===== src/rtl/fetch_unit_if.sv =====
// rtl/fetch_unit_if.sv - fetch unit bus: decode control, instruction memory port and decode-register outputs
interface fetch_unit_if;
   logic        stall;
   logic        redirect;
   logic [31:0] redirect_pc;
   logic [31:0] im_addr;
   logic [31:0] im_rdata;
   logic [31:0] Instr_F;
   logic [31:0] PC_F;
   logic        valid_F;

   modport master (
      input  stall, redirect, redirect_pc, im_rdata,
      output im_addr, Instr_F, PC_F, valid_F
   );

   modport slave (
      output stall, redirect, redirect_pc, im_rdata,
      input  im_addr, Instr_F, PC_F, valid_F
   );
endinterface


===== src/rtl/fetch_unit.sv =====
// rtl/fetch_unit.sv - instruction fetch with stall hold buffer and redirect squash
// Optional macro FETCH_DELAY_SLOT_EN keeps the instruction shown in the redirect cycle (delay slot).
module fetch_unit (
   input  logic          clk,
   input  logic          reset,
   fetch_unit_if.master  fe
);

   localparam logic [31:0] RESET_PC = 32'h0000_3000;

   typedef enum logic [1:0] {
      FILL = 2'd0,
      RUN  = 2'd1,
      HOLD = 2'd2
   } state_t;

   state_t      state_q, state_d;
   logic [31:0] pc_q, pc_d;
   logic [31:0] pc_out;
   logic [31:0] hold_instr, hold_instr_d;
   logic [31:0] hold_pc, hold_pc_d;
   logic [31:0] target;
   logic        take_redirect;

   assign target        = {fe.redirect_pc[31:2], 2'b00};
   assign take_redirect = fe.redirect && !fe.stall;
   assign fe.im_addr    = pc_q;

   always_ff @(posedge clk) begin
      if (reset) begin
         state_q    <= FILL;
         pc_q       <= RESET_PC;
         pc_out     <= RESET_PC;
         hold_instr <= 32'h0;
         hold_pc    <= 32'h0;
      end else begin
         state_q    <= state_d;
         pc_q       <= pc_d;
         pc_out     <= pc_q;
         hold_instr <= hold_instr_d;
         hold_pc    <= hold_pc_d;
      end
   end

   always_comb begin
      state_d      = state_q;
      pc_d         = pc_q;
      hold_instr_d = hold_instr;
      hold_pc_d    = hold_pc;
      fe.Instr_F   = 32'h0;
      fe.PC_F      = pc_out;
      fe.valid_F   = 1'b0;

      case (state_q)
         FILL: begin
            // Nothing valid to protect yet, so a stall does not hold the fetch here.
            if (take_redirect) begin
               pc_d = target;
            end else begin
               state_d = RUN;
               pc_d    = pc_q + 32'd4;
            end
         end
         RUN: begin
            fe.Instr_F = fe.im_rdata;
            fe.PC_F    = pc_out;
            fe.valid_F = 1'b1;
            if (fe.stall) begin
               state_d      = HOLD;
               hold_instr_d = fe.im_rdata;
               hold_pc_d    = pc_out;
            end else if (fe.redirect) begin
               state_d = FILL;
               pc_d    = target;
            end else begin
               pc_d = pc_q + 32'd4;
            end
         end
         HOLD: begin
            // pc_q is frozen here so im_rdata is already data(pc_q) when RUN resumes.
            fe.Instr_F = hold_instr;
            fe.PC_F    = hold_pc;
            fe.valid_F = 1'b1;
            if (!fe.stall) begin
               if (fe.redirect) begin
                  state_d = FILL;
                  pc_d    = target;
               end else begin
                  state_d = RUN;
                  pc_d    = pc_q + 32'd4;
               end
            end
         end
         default: begin
            state_d = FILL;
         end
      endcase

`ifdef FETCH_DELAY_SLOT_EN
`else
      if (take_redirect) begin
         fe.Instr_F = 32'h0;
         fe.valid_F = 1'b0;
      end
`endif
   end

endmodule


===== src/flat_wrapper.sv =====
// flat-port wrapper written by rule: the top's interface ports become plain ports
module fetch_unit_flat 
  (clk, reset, fe_stall, fe_redirect, fe_redirect_pc, fe_im_rdata, fe_im_addr, fe_Instr_F, fe_PC_F, fe_valid_F);
  fetch_unit_if fe_i ();
  input  logic clk;
  input  logic reset;
  input wire logic [$bits(fe_i.stall)-1:0] fe_stall;
  input wire logic [$bits(fe_i.redirect)-1:0] fe_redirect;
  input wire logic [$bits(fe_i.redirect_pc)-1:0] fe_redirect_pc;
  input wire logic [$bits(fe_i.im_rdata)-1:0] fe_im_rdata;
  output wire logic [$bits(fe_i.im_addr)-1:0] fe_im_addr;
  output wire logic [$bits(fe_i.Instr_F)-1:0] fe_Instr_F;
  output wire logic [$bits(fe_i.PC_F)-1:0] fe_PC_F;
  output wire logic [$bits(fe_i.valid_F)-1:0] fe_valid_F;
  assign fe_i.stall = fe_stall;
  assign fe_i.redirect = fe_redirect;
  assign fe_i.redirect_pc = fe_redirect_pc;
  assign fe_i.im_rdata = fe_im_rdata;
  assign fe_im_addr = fe_i.im_addr;
  assign fe_Instr_F = fe_i.Instr_F;
  assign fe_PC_F = fe_i.PC_F;
  assign fe_valid_F = fe_i.valid_F;
  fetch_unit u_core (.clk(clk), .reset(reset), .fe(fe_i));
endmodule

===== config.mk =====
export PLATFORM = sky130hd
export DESIGN_NAME = fetch_unit_flat
export DESIGN_NICKNAME = d
export VERILOG_FILES = /design/src/rtl/fetch_unit_if.sv /design/src/rtl/fetch_unit.sv /design/src/flat_wrapper.sv
export SDC_FILE = /design/constraint.sdc
export NUM_CORES = 1
export LEC_CHECK = 0
export CAP_MARGIN = 20
export CORE_MARGIN = 8
export CORE_UTILIZATION = 44
export DETAILED_ROUTE_END_ITERATION = 8
export PLACE_DENSITY = 0.75
export REMOVE_ABC_BUFFERS = 1
export SLEW_MARGIN = 0
export SYNTH_ARGS = -nofsm -noshare
export SYNTH_HDL_FRONTEND = slang
export SYNTH_SLANG_ARGS = --single-unit

===== constraint.sdc =====
create_clock -name clk -period 2.11 [get_ports clk]
set_clock_uncertainty 0.1 [all_clocks]
set_input_delay 0.422 -clock clk [delete_from_list [all_inputs] [get_ports clk]]
set_output_delay 0.422 -clock clk [all_outputs]
set_load 0.005 [all_outputs]

==> key figures <==
Routing
  • Final ANT Viol Nets: 0
  • Vias per inst: 5.64
  • Vias: 6,621
  • DR WL/cell: 19.1 um
  • Initial DRC Count: 604
  • DRT Pass-1 Iters: 6
  • Drt drc: 0
  • WL final: 22,400 um

Min path
  • Hold Path Class: input port to flip-flop
  • Hold EP: u_core.fe.im_addr[6]
  • Hold path cells: 2
  • Hold Startpoint: reset

Final layout
  • Area Overhead vs Synth: 63.9%
  • Final #Nets: 1,057
  • Fin cells: 1,174
  • Layout cells sized above 1: 32.8%

Setup path
  • CP max FO: 6
  • CP Depth: 9
  • CP top delay family: buffers and inverters
  • Crit-path max cell delay: 340 ps
  • CP Data Required Time: 1590 ps
  • Critical path launch point type: flip-flop
  • R2r setup slk: -60 ps
  • Crit-path cells: inv_4, ha_4, buf_12, buf_12, buf_6, buf_12, a22oi_2, nor2_1, buf_2
  • FF-to-FF Start: u_core.state_q[1]
  • WP buf/inv: 6
  • Crit end category: primary output
  • Crit Path Class: flip-flop to primary output
  • Top cell by count, worst path: buf_12
  • Worst path slowest cell: dfxtp_2
  • CP Data Arrival Time: 1820 ps
  • Reg2Reg Depth: 9
  • Critical R2R Capture: u_core.fe.im_addr[26]

Power
  • Worst VDD drop: 0.000590 V
  • Psw: 0.00256 W
  • Pwr/cell area: 857 nW/um^2
  • Sw Ratio: 30.5%
  • Tot Pwr: 0.00837 W
  • Sequential Power Share: 32.3%
  • Logic pwr share: 34.3%
  • Clock power frac: 33.5%
  • P_int: 0.00582 W
  • Static Leak: 3.78 nW

Job
  • Max Cap Viol: 0

Global route
  • Global route overflow: 0
  • Pin count of the biggest net entering global routing: 42
  • Vias in the first global route: 6,298
  • GRT Resource Usage Total: 23.5%
  • First-pass GRT wire length: 33,200 um
  • Antenna violations before repair: 1

Clock network
  • CTS clk-pin slew, worst paths: 50 ps
  • Quantity of hold-fixing buffers added after cts: 0
  • Maximum clock path buffer count: 2
  • CTS Buf Count: 17
  • CTS tree: done
  • Clk_lat worst skew: 420 ps
  • H-Tree Depth: 4
  • Root Buffer: clkbuf_16
  • Clock Sinks: 124

Synth
  • Syn Inst Count: 748
  • FF+latch count, synth: 124
  • Post-synthesis sequential area ratio: 41.7%
  • Post-synth EDFFs: 0
  • Main synth FF type: dfxtp_1
  • Synth unique cells: 57
  • Synthesized cell area: 5960 um^2
  • Area contributors post-synth: dfxtp_1 42%, nand2_1 10%, a21oi_1 7.0%
  • Syn_area_per_cell: 7.97 um^2
  • Count leader, synth: nand2_1
  • Share of the synthesized area in the top cell type: 41.7%
  • Synth cell count leaders: 161 x nand2_1, 124 x dfxtp_1, 83 x a21oi_1
  • Yosys warns: 0
  • Synth async-reset ratio: 0%
  • Post-synth top area cell: dfxtp_1

Floorplanning
  • Core area: 13,200 um^2
  • Die area: 17,500 um^2
  • Row Count: 42
  • Starting density of the core: 45.0%
  • Height of the die: 132 um
  • Die width: 132 um
  • IO Pins: 165

Status
  • Failing checks: negative setup slack
  • Status: finished, violations left

Placement
  • IO buf count: 158
  • DP Cell Count: 1,090
  • Dpl hpwl: 13,100 um
  • Final RePlAce weighted congestion: 0.900

Timing
  • Hold Slack: 290 ps
  • Final worst-path cycle share: 111%
  • Final hold viol count: 0
  • RSZ-0062 raised after global routing: true
  • Final TNS setup: -9230 ps
  • Post-layout min period: 2340 ps
  • Worst setup margin: -234 ps
  • Slew Viols, Final: 0
  • Final setup viols: 66
  • Peak Freq: 427 MHz
## worst max-delay path by stage
stage	from	end	slack [ps]
2_1_floorplan	u_core.state_q[0]	fe_PC_F[10]	-600
3_3_place_gp	fe_stall	fe_Instr_F[23]	-300
3_5_place_dp	fe_stall	fe_Instr_F[22]	-350
4_1_cts	u_core.state_q[0]	fe_Instr_F[22]	-270
5_1_grt	u_core.state_q[0]	fe_Instr_F[27]	-320
6_report	u_core.state_q[0]	fe_Instr_F[27]	-230
## registers in the layout, indices dropped and copies added (netlist names)
register	count
u_core.fe.im_addr	30
u_core.hold_instr	32
u_core.hold_pc	30
u_core.pc_out	30
u_core.state_q	2
## logic make-up (layout without fill, tap and decap cells)
logic type               after synthesis  after routing  synth area share, %
AND/OR/NAND/NOR                      326            326                 25.6
AO/OA/AOI/OAI                        180            180                 19.1
flip-flops                           124            124                 41.7
buffers and inverters                 70            316                 4.83
multiplexers                          40             40                 7.45
adder cells (fa/ha/maj)                5              5                 1.05
XOR/XNOR                               2              2                0.294
other                                  1              5               0.0629
## per-stage QoR
stage | area, um^2 | util, % | setup slack (ps)
finish | 9770 | 73.8 | -234
global route | 9770 | 73.8 | -321
CTS | 9490 | 71.6 | -270
detailed placement | 8150 | 61.6 | -348
global placement | 8150 | 61.6 | -302
floorplan | 5720 | - | -598
## cells in the final DEF, fill, tap and decap left out, types with 5 or more instances in the layout
master,n
nand2_1,157
dfxtp_1,122
clkdlybuf4s50_1,94
a21oi_1,81
buf_4,62
nor2_1,57
buf_6,41
a22oi_2,31
nor2b_1,25
clkbuf_2,25
mux2_4,21
clkbuf_16,19
buf_2,19
buf_12,19
mux2_2,14
o21ai_0,13
nand3_1,11
nand4_1,9
a22oi_1,7
inv_1,7
and3_1,7
nor4_1,7
a31oi_1,7
a211oi_1,7
or3_1,6
buf_8,6
mux2i_1,5
## power groups by stage
stage | registers, W | clock network [W] | logic (W)
global route | 0.00272 | 0.00296 | 0.00302
CTS | 0.00269 | 0.00283 | 0.00254
detailed placement | 0.00273 | 0 | 0.00195
floorplan | 0.00273 | 0 | 0.000809
global placement | 0.00272 | 0 | 0.00194
finish | 0.00270 | 0.00280 | 0.00287
## per-layer routing
metal  up-vias  GRT usage (%)  wire length [um]
met5         -              0                 0
met1      3137           27.4              9150
met3        54           6.67              1790
met2       325           40.1             11000
met4         0           8.64               537
li1       3105              -                 -
## timing repair
| item | 4_1_cts | 5_1_grt |
|---|---|---|
| resized for setup | 318 | 79 |
| gates cloned | 7 | 3 |
| pin swaps | 25 | 36 |
| buffers inserted | 26 | 17 |
| setup endpoints to repair | 77 | 75 |
## cell type report
class,instances,area (um^2)
Clock buffer,23,488
Fill cell,939,3480
Timing Repair Buffer,274,2780
Inverter,10,47.5
Antenna cell,1,2.50
Clock inverter,9,87.6
Multi-Input combinational cell,557,3650
Sequential cell,124,2490
Tap cell,176,220
Note: power is estimated with default switching activity, not from simulation.
